===== src/rtl/fw_ctrl.sv =====
// fw_ctrl: farm-way traffic-light controller.
// Waits at RED for invk_fw, then runs all-red CLEAR, GREEN and YELLOW, and
// returns right-of-way to the highway controller with a one-cycle invk_hw.
// Optional feature macro: FW_GAP_OUT_EN ends GREEN early after GAP_CYCLES
// consecutive car-free cycles, once the minimum green (SHORT_CYCLES) is met.
//
// Handshake: invk_fw is a one-cycle request, accepted only when the FSM is
// IDLE; invk_hw is a one-cycle grant-back. Neither side waits on the other,
// so an invk_fw that arrives outside IDLE is dropped and sets the sticky
// proto_err flag.
module fw_ctrl #(
    parameter int SHORT_CYCLES = 4,
    parameter int LONG_CYCLES  = 16,
    parameter int GAP_CYCLES   = 3,
    parameter int TMR_W        = 8
) (
    input  logic       clk,
    input  logic       reset,
    input  logic       invk_fw,
    input  logic       car_on_fw,
    output logic [1:0] light_fw,
    output logic       invk_hw,
    output logic       proto_err,
    output logic [1:0] dbg_state
);

    typedef enum logic [1:0] {
        IDLE   = 2'd0,
        CLEAR  = 2'd1,
        GREEN  = 2'd2,
        YELLOW = 2'd3
    } state_t;

    localparam logic [1:0] LIGHT_RED    = 2'd0;
    localparam logic [1:0] LIGHT_GREEN  = 2'd1;
    localparam logic [1:0] LIGHT_YELLOW = 2'd2;

    localparam logic [TMR_W-1:0] SHORT_LAST = TMR_W'(SHORT_CYCLES - 1);
    localparam logic [TMR_W-1:0] LONG_LAST  = TMR_W'(LONG_CYCLES - 1);

    state_t           state;
    state_t           state_next;
    logic [TMR_W-1:0] timer;
    logic [1:0]       light_next;
    logic             gap_out;

    assign dbg_state = state;

`ifdef FW_GAP_OUT_EN
    localparam int GAP_W = (GAP_CYCLES > 1) ? $clog2(GAP_CYCLES) : 1;
    localparam logic [GAP_W-1:0] GAP_LAST = GAP_W'(GAP_CYCLES - 1);

    logic [GAP_W-1:0] gap_cnt;

    // Gap exit needs the gap still open this cycle and minimum green served.
    assign gap_out = !car_on_fw && (gap_cnt == GAP_LAST) && (timer >= SHORT_LAST);

    // Consecutive car-free cycle counter, saturating, cleared on GREEN entry.
    always_ff @(posedge clk or posedge reset) begin
        if (reset) begin
            gap_cnt <= '0;
        end else if (state != GREEN) begin
            gap_cnt <= '0;
        end else if (car_on_fw) begin
            gap_cnt <= '0;
        end else if (gap_cnt != GAP_LAST) begin
            gap_cnt <= gap_cnt + GAP_W'(1);
        end
    end
`else
    // Without gap-out the sensor has no effect; it is only referenced here.
    assign gap_out = 1'b0 & car_on_fw;
`endif

    // Next-state and lamp decode of the next state.
    always_comb begin
        state_next = state;
        light_next = LIGHT_RED;
        case (state)
            IDLE:    if (invk_fw) state_next = CLEAR;
            CLEAR:   if (timer == SHORT_LAST) state_next = GREEN;
            GREEN:   if ((timer == LONG_LAST) || gap_out) state_next = YELLOW;
            YELLOW:  if (timer == SHORT_LAST) state_next = IDLE;
            default: state_next = IDLE;
        endcase
        case (state_next)
            GREEN:   light_next = LIGHT_GREEN;
            YELLOW:  light_next = LIGHT_YELLOW;
            default: light_next = LIGHT_RED;
        endcase
    end

    // State register and dwell timer (restarts at 0 on every state entry).
    always_ff @(posedge clk or posedge reset) begin
        if (reset) begin
            state <= IDLE;
            timer <= '0;
        end else begin
            state <= state_next;
            if (state_next != state || state == IDLE) begin
                timer <= '0;
            end else begin
                timer <= timer + TMR_W'(1);
            end
        end
    end

    // Registered outputs: lamp, hand-back pulse and sticky protocol error.
    always_ff @(posedge clk or posedge reset) begin
        if (reset) begin
            light_fw  <= LIGHT_RED;
            invk_hw   <= 1'b0;
            proto_err <= 1'b0;
        end else begin
            light_fw  <= light_next;
            invk_hw   <= (state == YELLOW) && (state_next == IDLE);
            proto_err <= proto_err | (invk_fw && (state != IDLE));
        end
    end

endmodule

===== config.mk =====
export PLATFORM = sky130hd
export DESIGN_NAME = fw_ctrl
export DESIGN_NICKNAME = d
export VERILOG_FILES = /design/src/rtl/fw_ctrl.sv
export SDC_FILE = /design/constraint.sdc
export NUM_CORES = 1
export LEC_CHECK = 0
export BUFFER_PORTS_ARGS = -buffer_cell sky130_fd_sc_hd__clkbuf_2
export CAP_MARGIN = 25
export CORE_UTILIZATION = 35
export DETAILED_ROUTE_END_ITERATION = 8
export SLEW_MARGIN = 20
export SYNTH_ARGS = -nofsm -noshare
export SYNTH_HDL_FRONTEND = slang
export SYNTH_SLANG_ARGS = --single-unit

===== constraint.sdc =====
create_clock -name clk -period 3.1 [get_ports clk]
set_clock_uncertainty 0.05 [all_clocks]
set_input_delay 0.62 -clock clk [delete_from_list [all_inputs] [get_ports clk]]
set_output_delay 0.62 -clock clk [all_outputs]
set_load 0.05 [all_outputs]

=== Word level (Yosys, flattened, before mapping) ===
Index checks and enable logic that the tools add are counted.

* Flip-flop bits (word level): 14
* Input bits: 4
* Output and inout bits: 6
* Logic and storage cells: 28

* Add/sub/neg operators: 1
* Equality and inequality tests: 8
* Muxes and demuxes: 7
* Bitwise operators: 1
* Reduce and logical (&&, ||, !) cells: 6

{| class="wikitable"
|+ Operators with widths
! kind !! number
|-
| $add A8 B1 Y8 const B || 1
|-
| $eq A2 B2 Y1 const B || 4
|-
| $eq A8 B2 Y1 const B || 1
|-
| $eq A8 B4 Y1 const B || 1
|-
| $mux W2 || 4
|-
| $mux W8 || 1
|-
| $pmux W2 S4 || 1
|-
| $logic_not A2 Y1 || 2
|-
| $pmux W2 S2 || 1
|-
| $eq A2 B1 Y1 const B || 1
|-
| $logic_and A1 B1 Y1 || 2
|-
| $ne A2 B2 Y1 || 1
|-
| $reduce_bool A2 Y1 || 1
|-
| $logic_or A1 B1 Y1 || 1
|-
| $or A1 B1 Y1 || 1
|}

=== Longest topological paths before layout ===
Gate-level depths: netlist of the first run.

* Word-level depth: 6
* Gate-level depth with buffers: 4
* Mapped depth without buffers: 4

=== Least setup slack after synthesis of the first run ===
No wires, ideal clock.

* Path type: reg2reg
* From: register timer[5]
* To: register timer[5]
* Library setup time: 0.134 ns
* Arrival: 1.331 ns
* Required time: 2.916 ns
* Path slack: 1.585 ns
* Stages on the path, launching flop included: 4
* Path buffers: 0
* Period minus slack after synthesis: 1.515 ns
* Cell sequence: dfrtp_1 -> or4_4 -> o21ai_4 -> a22oi_1

* Cells in the longest elaborated chain, start to end: 6
* Elaborated cells between the ends (all ways): 10
* Those cells by class: add/sub (1); eq/ne (3); mux (5); reduce/logical (1)

{| class="wikitable"
|+ RTL lines
! what !! RTL line !! source
|-
| start, declared || 43 || <nowiki>logic [TMR_W-1:0] timer;</nowiki>
|-
| start signal, assigned || 103 || <nowiki>timer <= timer + TMR_W'(1);</nowiki>
|-
| $eq A8 B2 Y1 or $eq A8 B4 Y1 (tied branches) || 81, 83, 82 ||
|-
| $mux W2 (on tied branches) || 83, 81, 82 ||
|-
| $pmux W2 S4 || 79 || <nowiki>case (state)</nowiki>
|-
| $ne A2 B2 Y1 || 100 || <nowiki>if (state_next != state || state == IDLE) begin</nowiki>
|-
| $logic_or A1 B1 Y1 || 100 ||
|-
| $mux W8 * || 100 ||
|}

Mark *: on every way between the ends. The rest lies on a longest branch, timed or not.

=== Final worst setup path of the first run ===
* From: register state[1], in the netlist dbg_state[1]
* To: output dbg_state[1]

{| class="wikitable"
|+ RTL lines
! what !! RTL line !! source
|-
| start, declared || 41 || <nowiki>state_t state;</nowiki>
|-
| start signal, assigned || 99 || <nowiki>state <= state_next;</nowiki>
|-
| end, declared || 24 || <nowiki>output logic [1:0] dbg_state</nowiki>
|}

No word-level cell between the ends.

==> results, run 1 <==
- The run finished with clean final reports.
- The average instance in the mapped netlist occupies 11.0 sq um.
- The highest clock rate is between 500 and 600 MHz.
- After clock tree synthesis, the flow added hold-fix buffers numbering 0.
- The worst slew margin relative to its limit is 0.647.
- Counting the buffers created by CTS gives 3.
- The floorplan step defined a die boundary enclosing between 2000 and 2500 sq um.
- The area occupied by multi-input gates is 294 sq um.
- The post-synth design cell area is 659 sq um.
- The share of the Yosys chip area taken by registers is 0.531.
- For this configuration, the core starts out at a cell density of 0.378.
- The cell-internal power is roughly 0.42 mW.
- Summed over all cells, the static leakage comes to roughly 0.33 nW.
- After floorplanning, the core was sized to cover 1750 sq um.
- The endpoint identified for the worst register-to-register timing path is timer[5].
- IR analysis of the VDD net gives a maximum drop of 0.000557 V.
- For this block, the routed nets add up to 1160 um of wire.
- The latest clock arrival within the worst-skew pair is 280 ps.
- The minimum clock period is 1710 ps.
- The largest net degree at the start of global routing is 15.
- The setup slack of the most critical reg-to-reg path is 1450 ps.
- The share of total power dissipated in combinational logic is 0.440.
- Data on the critical path is required at its endpoint by 2430 ps.
- The number of synthesis warnings is 0.
- The number of setup violations in the final report is 0.
- Of the available clock period, the critical path in the final layout requires 0.552.
- STA classifies the critical path endpoint as an output pin.
- The setup TNS is 0 ps.
- Measured along the y axis, the die boundary spans roughly 45 um.
- The number of endpoints with negative hold slack in the final report is 0.
- Of the cells placed in the final design, the portion with a size suffix greater than 1 is 0.222.
- The initial antenna violation count is 0.
- TritonCTS built the clock tree.
- The repair_antennas step left the layout with diodes totalling 0.
- Measured in cells, the most critical reg-to-reg path has a length of 3.
- The count of instances resized after the clock tree is built is 0.
- The half-perimeter wire length after detailed placement is 794 um.
- The worst register-to-register path begins at timer[5].
- In the routed design, unresolved DRC markers number 0.
- The category of the critical setup timing path is reg2out.
- The critical path ends at dbg_state[1].
- At the pin with the least slew margin, the transition time is 529 ps.
- The cell with the largest stage delay on the worst path is sky130_fd_sc_hd__dfrtp_1.
- The clock sink count is 14.
- The die width is 45.4 um.
- No sink is reached through more buffers than the 2 on the longest clock path.
- The number of nets with antenna violations after detailed routing is 0.
- Detailed routing inserted a total of 496 vias.
- The sum of buffers and inverters on the critical path is 1.
- Dividing the detail-routed via count by the number of cells gives 5.11.
- The clock-pin slew on the worst setup and hold paths is 80 ps.
- From synthesis to final layout, the design area changed by 16.3%.
- The number of pins exceeding their max-slew limit in the final report is 0.
- The number of global-route vias before repair came to 423.
- For this design the ratio of total power to cell area is 1010 nW/um^2.
- For this design the total switching power over the nets is 0.352 mW.
- In this run the number of cells on the critical path is 1.
- The library cell used most frequently in the layout, excluding fill and tap cells, is sky130_fd_sc_hd__dfrtp_1.
- The congestion estimate from routability-driven global placement came to between 0.7 and 0.8.
- The first element of the critical path is dbg_state[1].
- The top cell types in the final layout, fill and taps aside, are sky130_fd_sc_hd__dfrtp_1 (14), sky130_fd_sc_hd__clkbuf_2 (8), sky130_fd_sc_hd__o21ai_0 (6).
- The type of the tightest min-delay check is in2async.
- Setup repair after global routing left no endpoint under its margin.
- The element type at the critical path start is a register.
- The first global-routing pass estimated between 1500 and 2000 um of wire.
- The H-tree depth is 1.
- The routed length per placed instance is ~12 um.
- Port buffering added 8 buffers.
- The maximum fanout count along the critical path is 5.
- Registers take 350 sq um.
- The share of total power dissipated in sequential elements is 0.392.
- The total global routing track utilization is 0.128.
- In this run, the number of DRC markers left after iteration 0 of detailed routing was 14.
- The buffer count from post-CTS setup fixing is 0.
- The final-layout fill cell count is 170.
- Broken down by cell family, the worst path's largest delay share belongs to flip-flops.
- The fraction of power consumed by the clock network is 0.168.
- On the worst path, the slowest cell contributes a delay of 450 ps.
- The final layout contains 78 nets.
- Of the total power, the share spent switching nets is 0.455.
- For the worst setup path, the data arrival time is 1040 ps.
- The cell sitting at the root of the clock tree is a sky130_fd_sc_hd__clkbuf_4.
- Global routing finished with a remaining overflow of 0.
- Walking the worst path, the cells encountered are clkbuf_2.
- The total iterations of the first detailed-routing run is 4.
- The number of placement rows is 15.
- The number of distinct library cells after synthesis is 26.
- Measured on the finished design, the core utilization comes to 0.439.
- The number of max-cap violations is 0.
- The number of nets produced by synthesis is 65.
- After synthesis the netlist holds a flip-flop and latch count of 14.
- The number of standard cells after synthesis is 60.
- The number of top-level design ports is 10.
[per-stage QoR]
| step | cell area (sq um) | hold slack, ps | power (mW) | worst slack, ps | std cells |
|---|---|---|---|---|---|
| CTS | 767 | 313 | 0.781 | 1370 | 97 |
| global route | 767 | 359 | 0.827 | 1330 | 97 |
| detailed placement | 731 | 401 | 0.648 | 1460 | 93 |
| finish | 767 | 296 | 0.775 | 1390 | 97 |
| global placement | 731 | 398 | 0.649 | 1450 | 93 |
| floorplan | 659 | 405 | 0.573 | 1590 | 60 |
[sequential cells by signal (all words and copies together), names as in the netlist]
name	flops
dbg_state	2
invk_hw	1
light_fw	2
proto_err	1
timer	8
[how the worst min path moves through the flow]
stage | end | start | slack, ps
3_5_place_dp | proto_err | proto_err | 400
4_1_cts | timer[5] | reset | 310
3_3_place_gp | proto_err | proto_err | 400
6_report | timer[5] | reset | 300
2_1_floorplan | timer[0] | timer[0] | 400
5_1_grt | timer[5] | reset | 360
[power groups by stage]
stage | clock network (mW) | logic (mW) | registers [mW]
global placement | 0 | 0.342 | 0.307
finish | 0.130 | 0.341 | 0.304
floorplan | 0 | 0.184 | 0.389
detailed placement | 0 | 0.341 | 0.307
CTS | 0.134 | 0.344 | 0.303
global route | 0.141 | 0.375 | 0.312
[cells by family (layout without fill, tap and decap cells)]
family / Yosys count / after routing / synth area share
fa+ha+maj: 1 / 1 / 0.0190
simple gates: 17 / 17 / 0.175
xor+xnor: 4 / 4 / 0.0531
flops: 14 / 14 / 0.531
compound gates: 20 / 20 / 0.199
buf+inv: 4 / 16 / 0.0228
[final cells by class]
cell class	count	share of cell area
clock buffers	4	0.0473
inverters	4	0.0196
multi-input cells	42	0.383
flip-flops and latches	14	0.457
well taps	25	0.0408
repair buffers	8	0.0522
[layer usage]
metal  GRT usage  routed length, um
met3      0.0595                 50
met1       0.191                583
met4      0.0182                  9
met5           0                  0
met2       0.171                515
[synthesized netlist by cell type (all sizes together)]
library cell  number  area share
o21ai              7       0.070
inv                3       0.017
nand2b             1      0.0095
nand3              4       0.038
xor2               1       0.013
ha                 1       0.019
o2bb2ai            1       0.013
a21oi              5       0.038
nor3               1      0.0076
nor2               1       0.017
nor4               1      0.0095
xnor2              3       0.040
dfrtp             14        0.53
or3                3       0.028
nand4bb            1       0.017
and3               1      0.0095
nand2              2       0.011
a211oi             2       0.023
nand4              1      0.0095
or4                1       0.017
clkinv             1      0.0057
a21o               1       0.011
a31oi              1      0.0095
a22oi              3       0.034
Note: power is estimated with default switching activity, not from simulation.
==> run 2: changes to the inputs <==
- clock period: 3.1 -> 1.68 ns (I/O delays scaled with it)
==> results, run 2 (synthesis gave the netlist of run 1 again) <==
- The most common library cell in the layout ignoring fill and taps is sky130_fd_sc_hd__dfrtp_1.
- The routed length per placed instance is 12.2 um (+2.4%).
- The fraction of layout cells with a size suffix above 1 is 0.243 (+0.0210).
- The static leakage is 0.344 nW (+2.7%).
- The initial antenna violation count is 0 (unchanged).
- The cell with the largest stage delay on the worst path is sky130_fd_sc_hd__or4_4.
- The switching power of the nets is 0.650 mW (+84%).
- The number of nets at the end of the flow is 81 (+3.8%).
- The total global routing track utilization is 0.135 (+0.00705).
- The number of buffers created by CTS is 3 (unchanged).
- The data arrival at the endpoint of the critical path is 1660 ps (+620 ps).
- The power density normalized to cell area was 1820 nW/um^2 (+80%).
- The critical path in this run is classified as reg2reg.
- The global-route wire length before repair is 1930 um (+3.7%).
- The area occupied by multi-input gates is 294 sq um (unchanged).
- The number of pins exceeding their max-slew limit in the final report came to 0 (unchanged).
- The maximum fanout count along the critical path is 9 (+4).
- The switching part of the total power came to 0.461 (+0.00631).
- The number of top-level design ports is 10 (unchanged).
- The worst hold slack across all endpoints is 20.8 ps (-275 ps).
- The average via count per standard cell is 5.04 (-1.4%).
- The residual DRC count is 0 (unchanged).
- The floorplan die area was 2060 sq um (unchanged).
- The count of port buffers added during placement is 8 (unchanged).
- The setup TNS is 0 ps (unchanged).
- The path class of the tightest hold or removal check is in2async.
- The final critical-path share of the clock period is 0.927.
- The type of element capturing the critical path is a register.
- The maximum buffer depth of the clock tree was 2 (unchanged).
- The critical path's largest stage delay is 560 ps (+110 ps).
- The clock sink count is 14 (unchanged).
- The number of hold-repair buffers added at the cts stage is 0 (unchanged).
- In the layout the commonest cells are sky130_fd_sc_hd__dfrtp_1 (14), sky130_fd_sc_hd__clkbuf_2 (8), sky130_fd_sc_hd__o21ai_0 (6).
- Timing would allow up to ~640 MHz.
- The number of placement rows is 15 (unchanged).
- The number of endpoints with negative hold slack in the final report is 0 (unchanged).
- The total grt overflow came to 0 (unchanged).
- The initial DRC count came to 11 (-3).
- The post-route worst setup slack is 123 ps (-1270 ps).
- The critical path goes through or4_4 -> o21ai_4 -> a22oi_1.
- Ranked by flip-flop count, first place goes to timer.
- The die height is 45.4 um (unchanged).
- The met1 track utilization from global routing was 0.202 (+0.0106).
- The number of setup violations in the final report is 0 (unchanged).
- The total placed cells including tap cells is 96 (+3.2%).
- The number of max-cap violations came to 0 (unchanged).
- The number of flip-flops in the largest register is 8 (unchanged).
- The latest clock arrival within the worst-skew pair is 270 ps (about the same).
- In this design, the largest share of critical-path delay is due to simple AND/OR/NAND/NOR gates.
- The measured slew at the worst slew-check pin is 535 ps (+6.22 ps).
- The core occupancy in the finished layout is 0.444 (+0.00502).
- The number of global-route vias before repair came to 415 (-1.9%).
- The clock-pin slew on the worst setup and hold paths was 80 ps (about the same).
- After global routing, the most crowded layer is met1.
- The worst slew margin relative to its limit is 0.643 (-0.00415).
- The core box area was 1750 sq um (unchanged).
- The count of instances resized after the clock tree is built came to 0 (unchanged).
- The post-placement cell area is 753 sq um (+3.1%).
- The number of inserted diodes is 0 (unchanged).
- The H-tree depth was 1 (unchanged).
- The flow ran to the end, and the final reports show no timing, DRC or antenna violations.
- The final non-filler cell area was 776 sq um (+1.1%).
- The die width was 45.4 um (unchanged).
- The cell-internal power is 0.760 mW (+80%).
- The share of total power in sequential cells was 0.390 (-0.002).
- The sequential cell area in the final layout was 350 sq um (unchanged).
- The sum of buffers and inverters on the critical path is 0 (-1).
- The total power draw is 1.41 mW (+82%).
- The CTS tree is done.
- Clock tree synthesis selected as its root buffer the cell sky130_fd_sc_hd__clkbuf_4.
- The routing usage on met2 is 0.174 (+0.00286).
- The critical path required time is 1780 ps (-650 ps).
- The met3 usage is 0.0595 (unchanged).
- The relative contribution of combinational cells to total power is 0.482 (+0.042).
- The total iterations of the first detailed-routing run was 4 (unchanged).
- The fraction of power consumed by the clock network is 0.127 (-0.041).
- The largest net degree at the start of global routing is 15 (unchanged).
- The maximum vdd ir drop is 0.000791 V (+42%).
- STA classifies the critical path startpoint as a register.
- The clock period could shrink to 1560 ps.
- The total number of vias is 499 (+0.60%).
- The setup slack after placement is 122 ps (-1340 ps).
- The final-layout fill cell count is 179 (+5.3%).
- The filler-free cell count of the finished design came to 99 (+2.1%).
- From synthesis to final layout, the design area changed by 17.6%.
- The total routed wirelength is 1210 um (+4.5%).
- The routability-driven placement congestion ratio is 0.759 (+3.6%).
- The buffer count from post-CTS setup fixing is 0 (unchanged).
- The number of nets with antenna violations after detailed routing was 0 (unchanged).
- The initial standard-cell utilization of the core is 0.378 (unchanged).
- Setup repair after global routing left no endpoint under its margin.
- The half-perimeter wire length after detailed placement is 892 um (+12%).
[run 2: layer usage]
layer	vias up	routed length, um
met3	0	70
met1	233	607
li1	253	-
met2	13	533
met5	-	0
met4	0	0
[run 2: cell type report]
cell class                 count  share of cell area
clock buffer                   3              0.0290
inverter                       4              0.0194
tap                           25              0.0403
multi-input combinational     42               0.379
sequential                    14               0.452
timing repair buffer          11              0.0806
[run 2: power by group through the flow]
stage | Sequential (mW) | Clock, mW | Combinational (mW)
global placement | 0.554 | 0 | 0.674
floorplan | 0.718 | 0 | 0.339
detailed placement | 0.556 | 0 | 0.681
CTS | 0.549 | 0.191 | 0.684
finish | 0.550 | 0.180 | 0.680
global route | 0.569 | 0.203 | 0.754
[run 2: worst register-to-register path, delay by kind of cell (launching register included)]
family | cells | cell delay (ps)
simple gates | 1 | 560
compound gates | 2 | 430
flops | 1 | 390
[run 2: final timing paths]
kind / start / to / slack (ps) / cells past startpoint
max reg2reg: timer[5] / timer[5] / 120 / 3
max: timer[5] / timer[5] / 120 / 3
min: reset / timer[4] / 20 / 2
max in group asynchronous: reset / dbg_state[0] / 1200 / 2
min in group clk: invk_fw / proto_err / 270 / 3
min reg2reg: proto_err / proto_err / 420 / 1
